===== src/rtl/nnoc_fp_pkg.sv =====
// Shared floating-point types and helpers for the BF16 MAC datapath.
// Provides FP32/BF16 packed structs, width constants and the FP32 -> BF16
// round-to-nearest-even conversion used by the drain stage.
package nnoc_fp_pkg;

    localparam int unsigned FP32_EXP_W = 8;
    localparam int unsigned FP32_MAN_W = 23;
    localparam int unsigned BF16_MAN_W = 7;

    localparam logic [BF16_MAN_W-1:0] BF16_QNAN_MANT = 7'h40;

    typedef struct packed {
        logic                  sign;
        logic [FP32_EXP_W-1:0] exp;
        logic [FP32_MAN_W-1:0] mant;
    } fp32_t;

    typedef struct packed {
        logic                  sign;
        logic [FP32_EXP_W-1:0] exp;
        logic [BF16_MAN_W-1:0] mant;
    } bf16_t;

    typedef struct packed {
        bf16_t val;
        logic  ovf;  // finite input rounded up to +/-Inf
    } bf16_rnd_t;

    function automatic bf16_rnd_t fp32_to_bf16_rne(fp32_t f, bit ftz);
        bf16_rnd_t   res;
        logic [31:0] raw;
        logic [15:0] r;
        logic        inc;
        raw     = f;
        res.ovf = 1'b0;
        // Round up when above half, or exactly half with an odd kept LSB.
        inc = raw[15] & ((|raw[14:0]) | raw[16]);
        // Finite inputs have raw[30:16] <= 16'h7F7F, so the add never reaches the sign.
        r   = raw[31:16] + {15'd0, inc};
        if (f.exp == '1) begin
            if (f.mant != '0) begin
                res.val = {f.sign, 8'hFF, BF16_QNAN_MANT};
            end else begin
                res.val = raw[31:16];
            end
        end else if ((f.exp == '0) && ftz) begin
            res.val = {f.sign, 15'd0};
        end else begin
            res.val = r;
            res.ovf = (r[14:7] == 8'hFF);
        end
        return res;
    endfunction

endpackage


===== src/rtl/fp32_to_bf16_round.sv =====
// Stage 1 of the result packer: registers the BF16-rounded value of each
// accepted FP32 result and keeps the saturating overflow count.
//  clk, rst            clock, synchronous active-high reset
//  in_valid/in_ready   upstream handshake; in_data FP32, in_last end of tile
//  out_valid/out_ready handshake towards the lane assembler
//  out_data/out_last   rounded BF16 value and its last flag
//  ovf_count           saturating count of finite inputs rounded to +/-Inf
module fp32_to_bf16_round
    import nnoc_fp_pkg::*;
#(
    parameter int unsigned FTZ = 1
) (
    input  logic        clk,
    input  logic        rst,
    input  logic        in_valid,
    output logic        in_ready,
    input  logic [31:0] in_data,
    input  logic        in_last,
    output logic        out_valid,
    input  logic        out_ready,
    output bf16_t       out_data,
    output logic        out_last,
    output logic [15:0] ovf_count
);

    bf16_rnd_t rnd;

    assign rnd = fp32_to_bf16_rne(fp32_t'(in_data), FTZ != 0);

    // The register may refill in the same cycle it drains; never looks at in_valid.
    assign in_ready = !rst && (!out_valid || out_ready);

    always_ff @(posedge clk) begin
        if (rst) begin
            out_valid <= 1'b0;
            out_data  <= '0;
            out_last  <= 1'b0;
            ovf_count <= '0;
        end else begin
            if (in_ready) begin
                out_valid <= in_valid;
            end
            if (in_valid && in_ready) begin
                out_data <= rnd.val;
                out_last <= in_last;
                if (rnd.ovf && (ovf_count != 16'hFFFF)) begin
                    ovf_count <= ovf_count + 16'd1;
                end
            end
        end
    end

endmodule


===== src/rtl/bf16_result_packer.sv =====
// Drain stage of the BF16 MAC datapath: rounds FP32 results to BF16 and packs
// PACK lanes per output word.
//  clk, rst                      clock, synchronous active-high reset
//  in_valid/in_ready/in_data     FP32 result stream; in_last closes the current word
//  out_valid/out_ready           packed word handshake
//  out_data                      PACK BF16 lanes, lane 0 in bits [15:0]
//  out_keep                      per-lane valid mask
//  out_last                      word holds the tile's last result
//  ovf_count                     saturating count of finite inputs rounded to +/-Inf
module bf16_result_packer #(
    parameter int unsigned PACK = 2,
    parameter int unsigned FTZ  = 1
) (
    input  logic               clk,
    input  logic               rst,
    input  logic               in_valid,
    output logic               in_ready,
    input  logic [31:0]        in_data,
    input  logic               in_last,
    output logic               out_valid,
    input  logic               out_ready,
    output logic [16*PACK-1:0] out_data,
    output logic [PACK-1:0]    out_keep,
    output logic               out_last,
    output logic [15:0]        ovf_count
);

    import nnoc_fp_pkg::*;

    localparam int unsigned CntW = (PACK > 1) ? $clog2(PACK) : 1;

    bf16_t s1_data;
    logic  s1_valid;
    logic  s1_ready;
    logic  s1_last;

    fp32_to_bf16_round #(
        .FTZ(FTZ)
    ) u_round (
        .clk      (clk),
        .rst      (rst),
        .in_valid (in_valid),
        .in_ready (in_ready),
        .in_data  (in_data),
        .in_last  (in_last),
        .out_valid(s1_valid),
        .out_ready(s1_ready),
        .out_data (s1_data),
        .out_last (s1_last),
        .ovf_count(ovf_count)
    );

    logic [CntW-1:0]      cnt_q, cnt_d;
    logic [16*PACK-1:0]   acc_q, acc_d, word;
    logic [PACK-1:0]      keep_q, keep_d, word_keep;
    logic                 out_free;
    logic                 lane_done;
    logic                 take;
    logic                 handoff;

    // Output register can take a word if empty or being drained this cycle.
    assign out_free  = !out_valid || out_ready;
    assign lane_done = s1_last || (cnt_q == CntW'(PACK - 1));
    // Only a word-completing lane needs the output register; other lanes always fit.
    assign s1_ready  = !lane_done || out_free;
    assign take      = s1_valid && s1_ready;
    assign handoff   = take && lane_done;

    always_comb begin
        word      = acc_q;
        word_keep = keep_q;
        for (int i = 0; i < PACK; i++) begin
            if (cnt_q == CntW'(i)) begin
                word[16*i +: 16] = s1_data;
                word_keep[i]     = 1'b1;
            end
        end
        acc_d  = acc_q;
        keep_d = keep_q;
        cnt_d  = cnt_q;
        if (handoff) begin
            acc_d  = '0;
            keep_d = '0;
            cnt_d  = '0;
        end else if (take) begin
            acc_d  = word;
            keep_d = word_keep;
            cnt_d  = cnt_q + CntW'(1);
        end
    end

    always_ff @(posedge clk) begin
        if (rst) begin
            acc_q     <= '0;
            keep_q    <= '0;
            cnt_q     <= '0;
            out_valid <= 1'b0;
            out_data  <= '0;
            out_keep  <= '0;
            out_last  <= 1'b0;
        end else begin
            acc_q  <= acc_d;
            keep_q <= keep_d;
            cnt_q  <= cnt_d;
            if (handoff) begin
                out_valid <= 1'b1;
                out_data  <= word;
                out_keep  <= word_keep;
                out_last  <= s1_last;
            end else if (out_ready) begin
                out_valid <= 1'b0;
            end
        end
    end

endmodule

===== config.mk =====
export PLATFORM = sky130hd
export DESIGN_NAME = bf16_result_packer
export DESIGN_NICKNAME = d
export VERILOG_FILES = /design/src/rtl/nnoc_fp_pkg.sv /design/src/rtl/fp32_to_bf16_round.sv /design/src/rtl/bf16_result_packer.sv
export SDC_FILE = /design/constraint.sdc
export NUM_CORES = 1
export LEC_CHECK = 0
export BUFFER_PORTS_ARGS = -buffer_cell sky130_fd_sc_hd__buf_2
export CAP_MARGIN = 20
export CORE_MARGIN = 2
export CORE_UTILIZATION = 40
export CTS_BUF_LIST = sky130_fd_sc_hd__clkbuf_16
export CTS_CLUSTER_DIAMETER = 150
export DETAILED_ROUTE_END_ITERATION = 16
export PLACE_DENSITY = 0.72
export SETUP_SLACK_MARGIN = 0.15
export SKIP_LAST_GASP = 1
export SLEW_MARGIN = 30
export SYNTH_ARGS = -nofsm -noshare
export SYNTH_HDL_FRONTEND = slang
export SYNTH_SLANG_ARGS = --single-unit
export TNS_END_PERCENT = 50

===== constraint.sdc =====
create_clock -name clk -period 4.25 [get_ports clk]
set_input_delay 0.425 -clock clk [delete_from_list [all_inputs] [get_ports clk]]
set_output_delay 0.425 -clock clk [all_outputs]
set_load 0.01 [all_outputs]

# Word level (Yosys, flattened, before mapping)
# Index checks and enable logic that the tools add are counted.
# word_totals
register_bits	105
output_inout_bits	53
word_cells	51
# classes
add_sub_neg	3
n_eq_ne	3
mux	11
n_bitwise	2
n_reduce_logical	19
# op_table
cell	count
$mux 16	4
$reduce_bool 23->1	1
$add 16x1->16	1
$add 16x1->16 const B	1
$eq 8x8->1 const B	2
$ne 16x16->1 const B	1
$mux 15	1
$reduce_or 15->1	1
$logic_not 8->1	1
$mux 1	6
$logic_and 1x1->1	5
$logic_not 1->1	4
$logic_or 1x1->1	4
$reduce_and 2->1	1
$reduce_bool 2->1	1
$reduce_or 2->1	1
$add 1x1->1 const B	1
$and 1x1->1	1
$or 1x1->1	1

# Logic depth before layout (Yosys ltp)
# Gate-level depths: netlist of the first run.
# depth
word_depth	9
ltp_mapped	10
ltp_nobuf	8

# Hierarchy
# A second synthesis of the first run with hierarchy kept.
# hier_totals
cells_unflattened	581
area_unflattened_um2	5152.4
# by_module_without_submodules
module	n_inst	cells_each	area_each_um2	seq_area_each_um2
bf16_result_packer	1	333	3135.5	1421.4
fp32_to_bf16_round	1	248	2016.9	680.7

# Worst setup path after synthesis of the first run
# OpenSTA, ideal clock, no wires.
# synth_path
path_kind	input to register
startpoint	input port in_data[16]
endpoint	register u_round.ovf_count[11]
arrival_ns	2.435
required_time_ns	4.129
setup_slack_ns	1.694
path_stages	9
cell_sequence	and2_1 > ha_1 > nand2_1 > or3_4 > a2111oi_4 > nand2_2 > buf_6 > nor4_1 > mux2_2
# synth_between
elab_chain_cells	8
# synth_rtl
item	line	text
from (decl)	bf16_result_packer.sv:18	input logic [31:0] in_data,
$or 1x1->1	nnoc_fp_pkg.sv:37	inc = raw[15] & ((|raw[14:0]) | raw[16]);
$and 1x1->1	nnoc_fp_pkg.sv:37	
$add 16x1->16 *	nnoc_fp_pkg.sv:39	r = raw[31:16] + {15'd0, inc};
$eq 8x8->1 *	nnoc_fp_pkg.sv:50	res.ovf = (r[14:7] == 8'hFF);
$mux 1 *	nnoc_fp_pkg.sv:46	end else if ((f.exp == '0) && ftz) begin
$mux 1 *	nnoc_fp_pkg.sv:40	if (f.exp == '1) begin
$logic_and 1x1->1 *	fp32_to_bf16_round.sv:46	if (rnd.ovf && (ovf_count != 16'hFFFF)) begin
$reduce_and 2->1 (no line) *	n/a	
to (signal assigned)	fp32_to_bf16_round.sv:47	ovf_count <= ovf_count + 16'd1;
to (decl)	fp32_to_bf16_round.sv:23	output logic [15:0] ovf_count
# Every way passes the cells marked *; elsewhere a longest branch is shown, timed or not.
# A chain may end at the register's enable or synchronous reset.

# Final worst setup path of the first run
# layout_path
startpoint	register cnt_q
endpoint	register out_data[7]
# layout_between
elab_chain_cells	5
word_cells_on_any_way	6
# layout_rtl
item	line	text
from (decl)	bf16_result_packer.sv:53	logic [CntW-1:0] cnt_q, cnt_d;
from (signal assigned)	bf16_result_packer.sv:104	cnt_q <= cnt_d;
$logic_or 1x1->1	bf16_result_packer.sv:63	assign lane_done = s1_last || (cnt_q == CntW'(PACK - 1));
$logic_not 1->1	bf16_result_packer.sv:65	assign s1_ready = !lane_done || out_free;
$logic_or 1x1->1	bf16_result_packer.sv:65	
$logic_and 1x1->1	bf16_result_packer.sv:66	assign take = s1_valid && s1_ready;
$logic_and 1x1->1	bf16_result_packer.sv:67	assign handoff = take && lane_done;
to (signal assigned)	bf16_result_packer.sv:107	out_data <= word;
to (decl)	bf16_result_packer.sv:22	output logic [16*PACK-1:0] out_data,
# Parallel ways exist; a longest one is shown, timed or not.

==> metrics.md, run 1 <==
| Metric | Value |
|---|---|
| Top cells by area, synth | `dfxtp_1, nand2_1, mux2i_1, a21oi_1, a211oi_1` |
| Clk_lat worst skew | `350 ps` |
| TritonCTS Buffers | `9` |
| Buf/Inv on CP | `1` |
| Row count | `38` |
| Post-synthesis adder-cell area fraction | `less than 1%` |
| Slew @ Worst Pin | `764 ps` |
| Max VDD drop | `between 0.2 and 0.25 mV` |
| Final ANT Viol Nets | `0` |
| Synthesized area | `4560 um^2` |
| WHS Path Cells | `3` |
| RSZ-0062 raised after global routing | `no` |
| I/O pin count | `90` |
| Synthesis-to-layout area growth | `18.0%` |
| Worst R2R End | `out_data[7]` |
| Routed wire length | `10600 um` |
| Post-synth top area share | `approximately 46%` |
| CTS clk-pin slew, worst paths | `70 ps` |
| Slowest CP cell | `nor2_4` |
| Hold EP | `u_round.out_last` |
| Root Driver | `clkbuf_16` |
| Worst Skew | `9.04 ps` |
| Setup TNS | `0 ps` |
| Worst Hold Class | `in -> reg` |
| Share of cells above drive strength 1 | `19.8%` |
| Largest family of logic cells by synthesized area | `simple AND/OR/NAND/NOR gates` |
| Fmax | `~360 MHz` |
| Simple-Gate Fraction of Synth Area | `22.0%` |
| Routability cong. | `0.870` |
| Fin crit share | `64.9%` |
| R2R setup slack | `1490 ps` |
| Critical Path Stages | `6` |
| Ant diodes | `0` |
| GRT Resource Usage Total | `17.1%` |
| Relative slew slack | `around half` |
| P_leak | `a little over 2 nW` |
| Area of the die | `12300 um^2` |
| Drt pass-1 iters | `4` |
| Core area | `11000 um^2` |
| Yosys synthesis warning count | `0` |
| Post-CTS sizing | `0` |
| Post-synth EDFFs | `0` |
| CTS tree | `yes` |
| Vias in the first global route | `3749` |
| Synth area leader | `dfxtp_1` |
| Via Count | `4055` |
| CP delay by family, top | `simple AND/OR/NAND/NOR gates` |
| Synthesized area per cell | `between 8 and 9 um^2` |
| CP Class | `reg -> reg` |
| Post-synthesis mux area share | `7.74%` |
| Final Setup Violations | `0` |
| Global route overflow | `0` |
| Ys async rst share | `0%` |
| Final slew viol count | `0` |
| Crit. End Element | `register` |
| Syn Nets | `a little under 600` |
| Half-perimeter wire length after detailed placement | `7480 um` |
| Max_cap viols | `0` |
| Worst EP arrival | `3010 ps` |
| Critical path launch point | `cnt_q` |
| Crit path max fanout | `40` |
| Tot Pwr | `~2.0 mW` |
| Pwr/cell area | `377 nW/um^2` |
| CP Launch Type | `register` |
| H-tree levels | `3` |
| Setup repair bufs after CTS | `0` |
| Syn Inst Count | `540` |
| Die Y | `111 um` |
| Hold wc startpoint | `in_last` |
| CP peak stage delay | `approximately 680 ps` |
| RR Startpoint | `cnt_q` |
| Starting DRT DRC Count | `about 230` |
| CP Data Required Time | `~4500 ps` |
| CP dominant cell by count | `nor2_1` |
| Fill count | `1083` |
| Initial Util | `41.5%` |
| Hold Fails Final Rpt | `0` |
| Seq cells post-synth | `about 110` |
| Initial antenna violation count | `0` |
| Cell Chain, Critical Path | `nor2_1 -> o21ai_0 -> nor2_4 -> buf_4 -> nor2_1 -> a211oi_1` |
| Largest net degree at the start of global routing | `58` |
| XOR/XNOR share of the synthesized area | `under 10%` |
| Compound-Gate Fraction of Synth Area | `17.4%` |
| Ys flop type | `dfxtp_1` |
| Reg2Reg Depth | `6` |
| Via density | `5.36` |
| Status | `finished clean` |
| Residual DRC count | `0` |
| CTS Buffer Depth | `2` |
| Nets | `651` |
| Minimum clock period | `2760 ps` |
| Hold_ws | `slightly below 300 ps` |
| Post-synthesis sequential area ratio | `46.1%` |
| Post-synth cell types | `46` |
| Chip width | `111 um` |
| First-pass GRT wire length | `~18000 um` |
| Drt wl/cell | `14.0 um` |
| Input/output buffers | `89` |
| CTS Hold Buffers Added | `0` |
| Num Clock Sinks | `105` |
sequential cells by signal (all words and copies together) (netlist names):
register and cells:
out_valid 1, cnt_q 1, u_round.out_last 1, out_data 32
acc_q 32, out_keep 2, u_round.out_data 16, u_round.ovf_count 16
u_round.out_valid 1, out_last 1, keep_q 2
cells in the mapped netlist, types with 8 or more instances:
library cell	number
nand2_1	90
or4_1	8
nand3_1	17
nor2_1	61
xor2_1	9
nor4_1	10
nand4_1	8
mux2i_1	33
a21oi_1	60
clkbuf_1	24
a211oi_1	33
o21ai_0	14
dfxtp_1	105
cells by family after synthesis:
logic type      Yosys count
compound gates          126
simple gates            218
mux                      35
xor+xnor                 14
buf+inv                  40
flops                   105
fa+ha+maj                 2
worst max-delay path by stage:
stage	end	slack [ps]
2_1_floorplan	u_round.ovf_count[11]	1690
3_3_place_gp	u_round.ovf_count[11]	1370
3_5_place_dp	u_round.ovf_count[13]	1310
4_1_cts	out_data[15]	1480
5_1_grt	out_data[18]	1210
6_report	out_data[7]	1490
worst min-delay path: stages:
cell	delay (ps)
buf_2	80
nand2_1	40
nand2_1	50
cells in the final DEF (no fill, tap or decap), drive strengths merged, types with 10 or more instances in the layout:
master,Yosys,routed
dfxtp,105,105
buf,9,94
nand2,91,91
nor2,61,61
a21oi,60,60
a211oi,34,34
mux2i,33,33
nand3,17,17
o21ai,14,14
nor4,10,10
metrics by stage:
stage	util, %	worst slack, ps	std cells	cell area, um^2
floorplan	-	1690	540	4560
global placement	46.4	1370	741	5090
detailed placement	46.4	1310	741	5100
CTS	49.0	1480	757	5380
global route	49.0	1210	757	5380
finish	49.0	1490	757	5380
power breakdown:
group          total, mW  internal, mW  switching, mW
Clock              0.777         0.402          0.375
Sequential          1.07          1.02         0.0442
Combinational      0.187        0.0773          0.110
Total               2.03          1.50          0.529
routing by layer:
metal / up-vias / share of wire, % / GRT usage [%]
li1: 2073 / - / -
met1: 1864 / 47 / 23.1
met2: 112 / 46 / 27.7
met3: 6 / 5.6 / 3.72
met4: 0 / 0.75 / 4.58
met5: - / 0 / 0
layout make-up:
type                    instances  area (um^2)  area share, %
well taps                     140          175           3.26
multi-input cells             395         2310           42.9
flip-flops and latches        105         2110           39.2
repair buffers                 94          483           8.98
clock inverters                 7         53.8           1.00
clock buffers                   9          225           4.19
inverters                       7         26.3          0.489
Note: power is estimated with default switching activity, not from simulation.
==> inputs of run 2 (changes only) <==
- PLACE_DENSITY: 0.72 -> 0.74
- clock period: 4.25 -> 2.53 ns (I/O delays scaled with it)
==> run 2 against run 1 <==
Against the previous run: largest power group unchanged; combinational power up 84%; highest routed layer unchanged; critical path depth rose by 1; register-to-register slack got worse by 1200 ps; flip-flop and latch count stayed put; clock-buffer cell count unchanged.
==> metrics.md, run 2 (synthesis gave the netlist of run 1 again) <==
| Metric | Value |
|---|---|
| Critical Path Stages | `7 (+1)` |
| Biggest regs | `acc_q (32), out_data (32)` |
| CP delay by family, top | `simple AND/OR/NAND/NOR gates` |
| Worst Skew | `8.67 ps (-0.367 ps)` |
| CTS clk-pin slew, worst paths | `70 ps (about the same)` |
| Slowest CP cell | `or4_1` |
| Worst Hold Class | `in -> reg` |
| RSZ-0062 raised after global routing | `no` |
| TritonCTS Buffers | `9 (unchanged)` |
| Routed wire length | `10700 um (+1.3%)` |
| H-tree levels | `3 (unchanged)` |
| Setup repair bufs after CTS | `0 (unchanged)` |
| Area of the die | `12300 um^2 (unchanged)` |
| Hold Fails Final Rpt | `0 (unchanged)` |
| Status | `finished clean` |
| Starting DRT DRC Count | `195 (-15%)` |
| Drt wl/cell | `13.9 um (-0.42%)` |
| Crit path max fanout | `13 (-68%)` |
| Capture point of the worst path | `u_round.ovf_count[6]` |
| Initial antenna violation count | `0 (unchanged)` |
| Synthesis-to-layout area growth | `20.2%` |
| P_leak | `2.09 nW (+3.5%)` |
| Final Setup Violations | `0 (unchanged)` |
| Half-perimeter wire length after detailed placement | `7830 um (+4.7%)` |
| Row count | `38 (unchanged)` |
| Reg2Reg Depth | `7 (+1)` |
| Initial Util | `41.5% (unchanged)` |
| Ant diodes | `0 (unchanged)` |
| Clk_lat worst skew | `340 ps (about the same)` |
| Pwr/cell area | `618 nW/um^2 (+64%)` |
| Worst EP arrival | `2520 ps (-490 ps)` |
| Max VDD drop | `0.377 mV (+71%)` |
| Final ANT Viol Nets | `0 (unchanged)` |
| CP Launch Type | `register` |
| CP Class | `reg -> reg` |
| GRT Resource Usage Total | `17.5% (+0.39 points)` |
| Worst R2R End | `u_round.ovf_count[6]` |
| CP peak stage delay | `390 ps (-290 ps)` |
| Core area | `11000 um^2 (unchanged)` |
| Slew @ Worst Pin | `736 ps (-27.5 ps)` |
| CTS tree | `yes` |
| Share of cells above drive strength 1 | `20.8% (+1.0 points)` |
| Input/output buffers | `89 (unchanged)` |
| Minimum clock period | `2260 ps (-502 ps)` |
| Placed Area | `5200 um^2 (+2.0%)` |
| CP Data Required Time | `2800 ps (-1710 ps)` |
| Buf/Inv on CP | `1 (unchanged)` |
| Num Clock Sinks | `105 (unchanged)` |
| Cell Chain, Critical Path | `nor2_1 -> o311ai_1 -> a211oi_2 -> nand2_4 -> buf_4 -> or4_1 -> a21oi_1` |
| CTS Buffer Depth | `2 (unchanged)` |
| Via Count | `4079 (+0.59%)` |
| Routability cong. | `0.885 (+1.7%)` |
| Die Y | `111 um (unchanged)` |
| Residual DRC count | `0 (unchanged)` |
| Root Driver | `clkbuf_16` |
| Commonest non-fill, non-tap cell in the layout | `dfxtp_1` |
| Max_cap viols | `0 (unchanged)` |
| Relative slew slack | `50.4% (+1.4 points)` |
| Via density | `5.30 (-1.1%)` |
| Final Core Density | `49.9% (+0.89 points)` |
| Commonest non-fill, non-tap cells in the layout | `dfxtp_1, nand2_1, buf_2, nor2_1, a21oi_1` |
| Tot Pwr | `3.38 mW (+67%)` |
| Nets | `664 (+2.0%)` |
| Drt pass-1 iters | `4 (unchanged)` |
| Fill count | `1030 (-4.9%)` |
| RR Startpoint | `u_round.out_last` |
| Largest net degree at the start of global routing | `66 (+14%)` |
| R2R setup slack | `270 ps (-1220 ps)` |
| CTS Hold Buffers Added | `0 (unchanged)` |
| Vias in the first global route | `3802 (+1.4%)` |
| Global route overflow | `0 (unchanged)` |
| Fin crit share | `89.2% (+24 points)` |
| Crit. End Element | `register` |
| Fmax | `443 MHz (+22%)` |
| First-pass GRT wire length | `18100 um (+3.2%)` |
| Design Area, Final | `5480 um^2 (+1.8%)` |
| I/O pin count | `90 (unchanged)` |
| Chip width | `111 um (unchanged)` |
| Critical path launch point | `u_round.out_last` |
| Final slew viol count | `0 (unchanged)` |
run 2: tightest hold or removal path: cells and delay by family:
family        cells  cell delay [ps]
buf+inv           1              100
simple gates      2               80
run 2: how the worst min path moves through the flow:
stage	cells past startpoint	to	slack [ps]	start
floorplan	2	u_round.out_data[15]	350	in_data[31]
finish	3	u_round.out_last	120	in_last
detailed placement	2	acc_q[25]	450	acc_q[25]
CTS	3	u_round.out_data[15]	120	in_data[31]
global route	3	u_round.out_data[15]	130	in_data[31]
global placement	2	acc_q[16]	440	acc_q[16]
run 2: cell type report:
type	instances	area [um^2]	share of cell area [%]
multi-input combinational	395	2310	42.2
sequential	105	2100	38.4
timing repair buffer	107	593	10.8
clock buffer	9	225	4.11
tap	140	175	3.20
clock inverter	7	43.8	0.800
inverter	7	26.3	0.480
run 2: per-stage QoR:
| step | setup slack [ps] | hold WS (ps) | setup TNS (ps) | std cells |
|---|---|---|---|---|
| floorplan | 200 | 352 | 0 | 540 |
| global placement | 46.6 | 441 | 0 | 754 |
| detailed placement | -58.0 | 447 | -178 | 754 |
| CTS | 175 | 116 | 0 | 770 |
| global route | 149 | 129 | 0 | 770 |
| finish | 273 | 125 | 0 | 770 |
run 2: per-layer routing:
metal | wire, um | share of wire [%] | GRT usage, % | up-vias
li1 | - | - | - | 2082
met1 | 5050 | 47 | 23.7 | 1876
met2 | 4940 | 46 | 27.9 | 108
met3 | 540 | 5.0 | 3.88 | 13
met4 | 204 | 1.9 | 5.42 | 0
met5 | 0 | 0 | 0 | -
run 2: power by group:
part	switching [mW]	leakage [nW]	internal (mW)	total, mW
Sequential	0.0577	0.854	1.72	1.77
Combinational	0.204	1.11	0.139	0.344
Clock	0.601	0.129	0.664	1.27
run 2: what timing repair did:
item | in CTS | in global routing
gates resized for setup | 0 | 1
endpoints found under the hold margin | 0 | 0
endpoints found under the setup margin | 0 | 5
==> inputs of run 3 (changes only) <==
- CTS_BUF_LIST: sky130_fd_sc_hd__clkbuf_16 -> sky130_fd_sc_hd__clkbuf_4 sky130_fd_sc_hd__clkbuf_8 sky130_fd_sc_hd__clkbuf_16
==> run 3 against run 2 <==
Against the previous run: core utilization grew 0.22 points; clock-buffer cell count is 3 higher; register-to-register slack about the same; sequential power barely moved; largest cell class unchanged; highest routed layer unchanged.
==> metrics.md, run 3 (synthesis gave the netlist of run 1 again) <==
| Metric | Value |
|---|---|
| Chip width | `111 um (unchanged)` |
| Core area | `11000 um^2 (unchanged)` |
| Half-perimeter wire length after detailed placement | `7830 um (unchanged)` |
| Initial antenna violation count | `0 (unchanged)` |
| First-pass GRT wire length | `18100 um (about the same)` |
| M2 GR Usage | `27.5% (-0.33 points)` |
| Crit path max fanout | `13 (unchanged)` |
| Fin crit share | `89.2% (about the same)` |
| Routing usage on met1 | `24.0% (+0.30 points)` |
| Input/output buffers | `89 (unchanged)` |
| Commonest non-fill, non-tap cells in the layout | `dfxtp_1, nand2_1, buf_2, nor2_1, a21oi_1` |
| Global route overflow | `0 (unchanged)` |
| Hold Fails Final Rpt | `0 (unchanged)` |
| Setup ws final | `274 ps (+0.656 ps)` |
| CTS Buffer Depth | `2 (unchanged)` |
| Die Y | `111 um (unchanged)` |
| Commonest non-fill, non-tap cell in the layout | `dfxtp_1` |
| Drt pass-1 iters | `4 (unchanged)` |
| Cell Chain, Critical Path | `nor2_1 -> o311ai_1 -> a211oi_2 -> nand2_4 -> buf_4 -> or4_1 -> a21oi_1` |
| Final slew viol count | `0 (unchanged)` |
| Minimum clock period | `2260 ps (-0.656 ps)` |
| H-tree levels | `3 (unchanged)` |
| CP delay by family, top | `simple AND/OR/NAND/NOR gates` |
| P_leak | `2.10 nW (+0.50%)` |
| Drt wl/cell | `14.0 um (+0.70%)` |
| Relative slew slack | `50.2% (-0.18 points)` |
| CTS Hold Buffers Added | `0 (unchanged)` |
| Pwr/cell area | `631 nW/um^2 (+2.1%)` |
| Final ANT Viol Nets | `0 (unchanged)` |
| Max VDD drop | `0.381 mV (+0.97%)` |
| Status | `finished clean` |
| Worst Hold Class | `in -> reg` |
| CP peak stage delay | `390 ps (about the same)` |
| Synthesis-to-layout area growth | `20.7%` |
| GRT Resource Usage Total | `17.5% (about the same)` |
| Slowest CP cell | `or4_1` |
| Worst EP arrival | `2530 ps (about the same)` |
| Switching Fraction | `25.2% (-0.31 points)` |
| Setup TNS | `0 ps (unchanged)` |
| Setup repair bufs after CTS | `0 (unchanged)` |
| Buf/Inv on CP | `1 (unchanged)` |
| Fmax | `443 MHz (about the same)` |
| Nets | `664 (unchanged)` |
| Final Setup Violations | `0 (unchanged)` |
| Most Crowded Layer GR | `met2` |
| Via density | `5.31 (+0.17%)` |
| NetSw | `0.874 mW (+1.3%)` |
| RSZ-0062 raised after global routing | `no` |
| Clock share of power | `39.0% (+1.6 points)` |
| Cell internal pwr | `2.60 mW (+3.0%)` |
| Root Driver | `clkbuf_16` |
| TritonCTS Buffers | `9 (unchanged)` |
| Routed wire length | `10800 um (+0.70%)` |
| Residual DRC count | `0 (unchanged)` |
| Biggest regs | `acc_q (32), out_data (32)` |
| Via Count | `4086 (+0.17%)` |
| CTS tree | `yes` |
| CP Class | `reg -> reg` |
| CTS clk-pin slew, worst paths | `70 ps (about the same)` |
| Row count | `38 (unchanged)` |
| Clk_lat worst skew | `340 ps (about the same)` |
| CP Launch Type | `register` |
| CP Data Required Time | `2800 ps (about the same)` |
| Vias in the first global route | `3789 (-0.34%)` |
| Largest net degree at the start of global routing | `66 (unchanged)` |
| Met3 GRT Util | `3.88% (unchanged)` |
| Ant diodes | `0 (unchanged)` |
| Routability cong. | `0.885 (unchanged)` |
| Area of the die | `12300 um^2 (unchanged)` |
| Final Core Density | `50.1% (+0.22 points)` |
| Crit. End Element | `register` |
| Power share of the combinational group | `9.9% (-0.3 points)` |
| Initial Util | `41.5% (unchanged)` |
| Fill count | `1030 (unchanged)` |
| Worst Skew | `9.72 ps (+1.05 ps)` |
| Slew @ Worst Pin | `739 ps (+2.69 ps)` |
| Num Clock Sinks | `105 (unchanged)` |
| Sequential power share | `51.1% (-1.3 points)` |
| Max_cap viols | `0 (unchanged)` |
| Worst slack, placed | `-58.0 ps (unchanged)` |
| Starting DRT DRC Count | `172 (-12%)` |
| Share of cells above drive strength 1 | `21.3% (+0.48 points)` |
| I/O pin count | `90 (unchanged)` |
-- run 3: area by class of cell --
cell class / count / area (um^2) / share of cell area [%]
timing repair buffer: 107 / 593 / 10.8
sequential: 105 / 2100 / 38.2
multi-input combinational: 395 / 2310 / 42.0
clock inverter: 4 / 32.5 / 0.592
inverter: 7 / 26.3 / 0.478
clock buffer: 12 / 260 / 4.73
tap: 140 / 175 / 3.19
-- run 3: worst paths after layout --
kind | cells past startpoint | to | from | slack [ps]
setup reg to reg | 7 | u_round.ovf_count[6] | u_round.out_last | 270
setup / recovery | 7 | u_round.ovf_count[6] | u_round.out_last | 270
hold / removal | 3 | u_round.out_last | in_last | 120
hold reg to reg | 2 | acc_q[25] | acc_q[25] | 450
-- run 3: worst reg2reg max path: stages (launching register included) --
cell      delay [ps]
dfxtp_1          360
nor2_1           350
o311ai_1         250
a211oi_2         340
nand2_4          160
buf_4            190
or4_1            390
a21oi_1          150
-- run 3: timing repair --
item                                    CTS  global route
gates resized for setup                   0             1
endpoints found under the setup margin    0             5
hold endpoints to repair                  0             0
-- run 3: metrics by stage --
step,power (mW),hold slack [ps],instance area (um^2),instances
global route,3.60,129,5500,770
floorplan,2.01,352,4560,540
CTS,3.49,116,5490,770
detailed placement,2.16,447,5200,754
finish,3.47,122,5500,770
global placement,2.14,441,5200,754
-- run 3: power by group through the flow --
| stage | registers [mW] | logic, mW | clock network, mW |
|---|---|---|---|
| after floorplan | 1.81 | 0.200 | 0 |
| final | 1.77 | 0.344 | 1.35 |
| after global routing | 1.78 | 0.383 | 1.43 |
| after detailed placement | 1.81 | 0.346 | 0 |
| after global placement | 1.81 | 0.335 | 0 |
| after CTS | 1.77 | 0.346 | 1.37 |
-- run 3: metal layers --
layer | vias to the layer above | share of wire (%)
met1 | 1884 | 48
met3 | 13 | 4.9
met5 | - | 0
met4 | 0 | 1.8
li1 | 2081 | -
met2 | 108 | 46
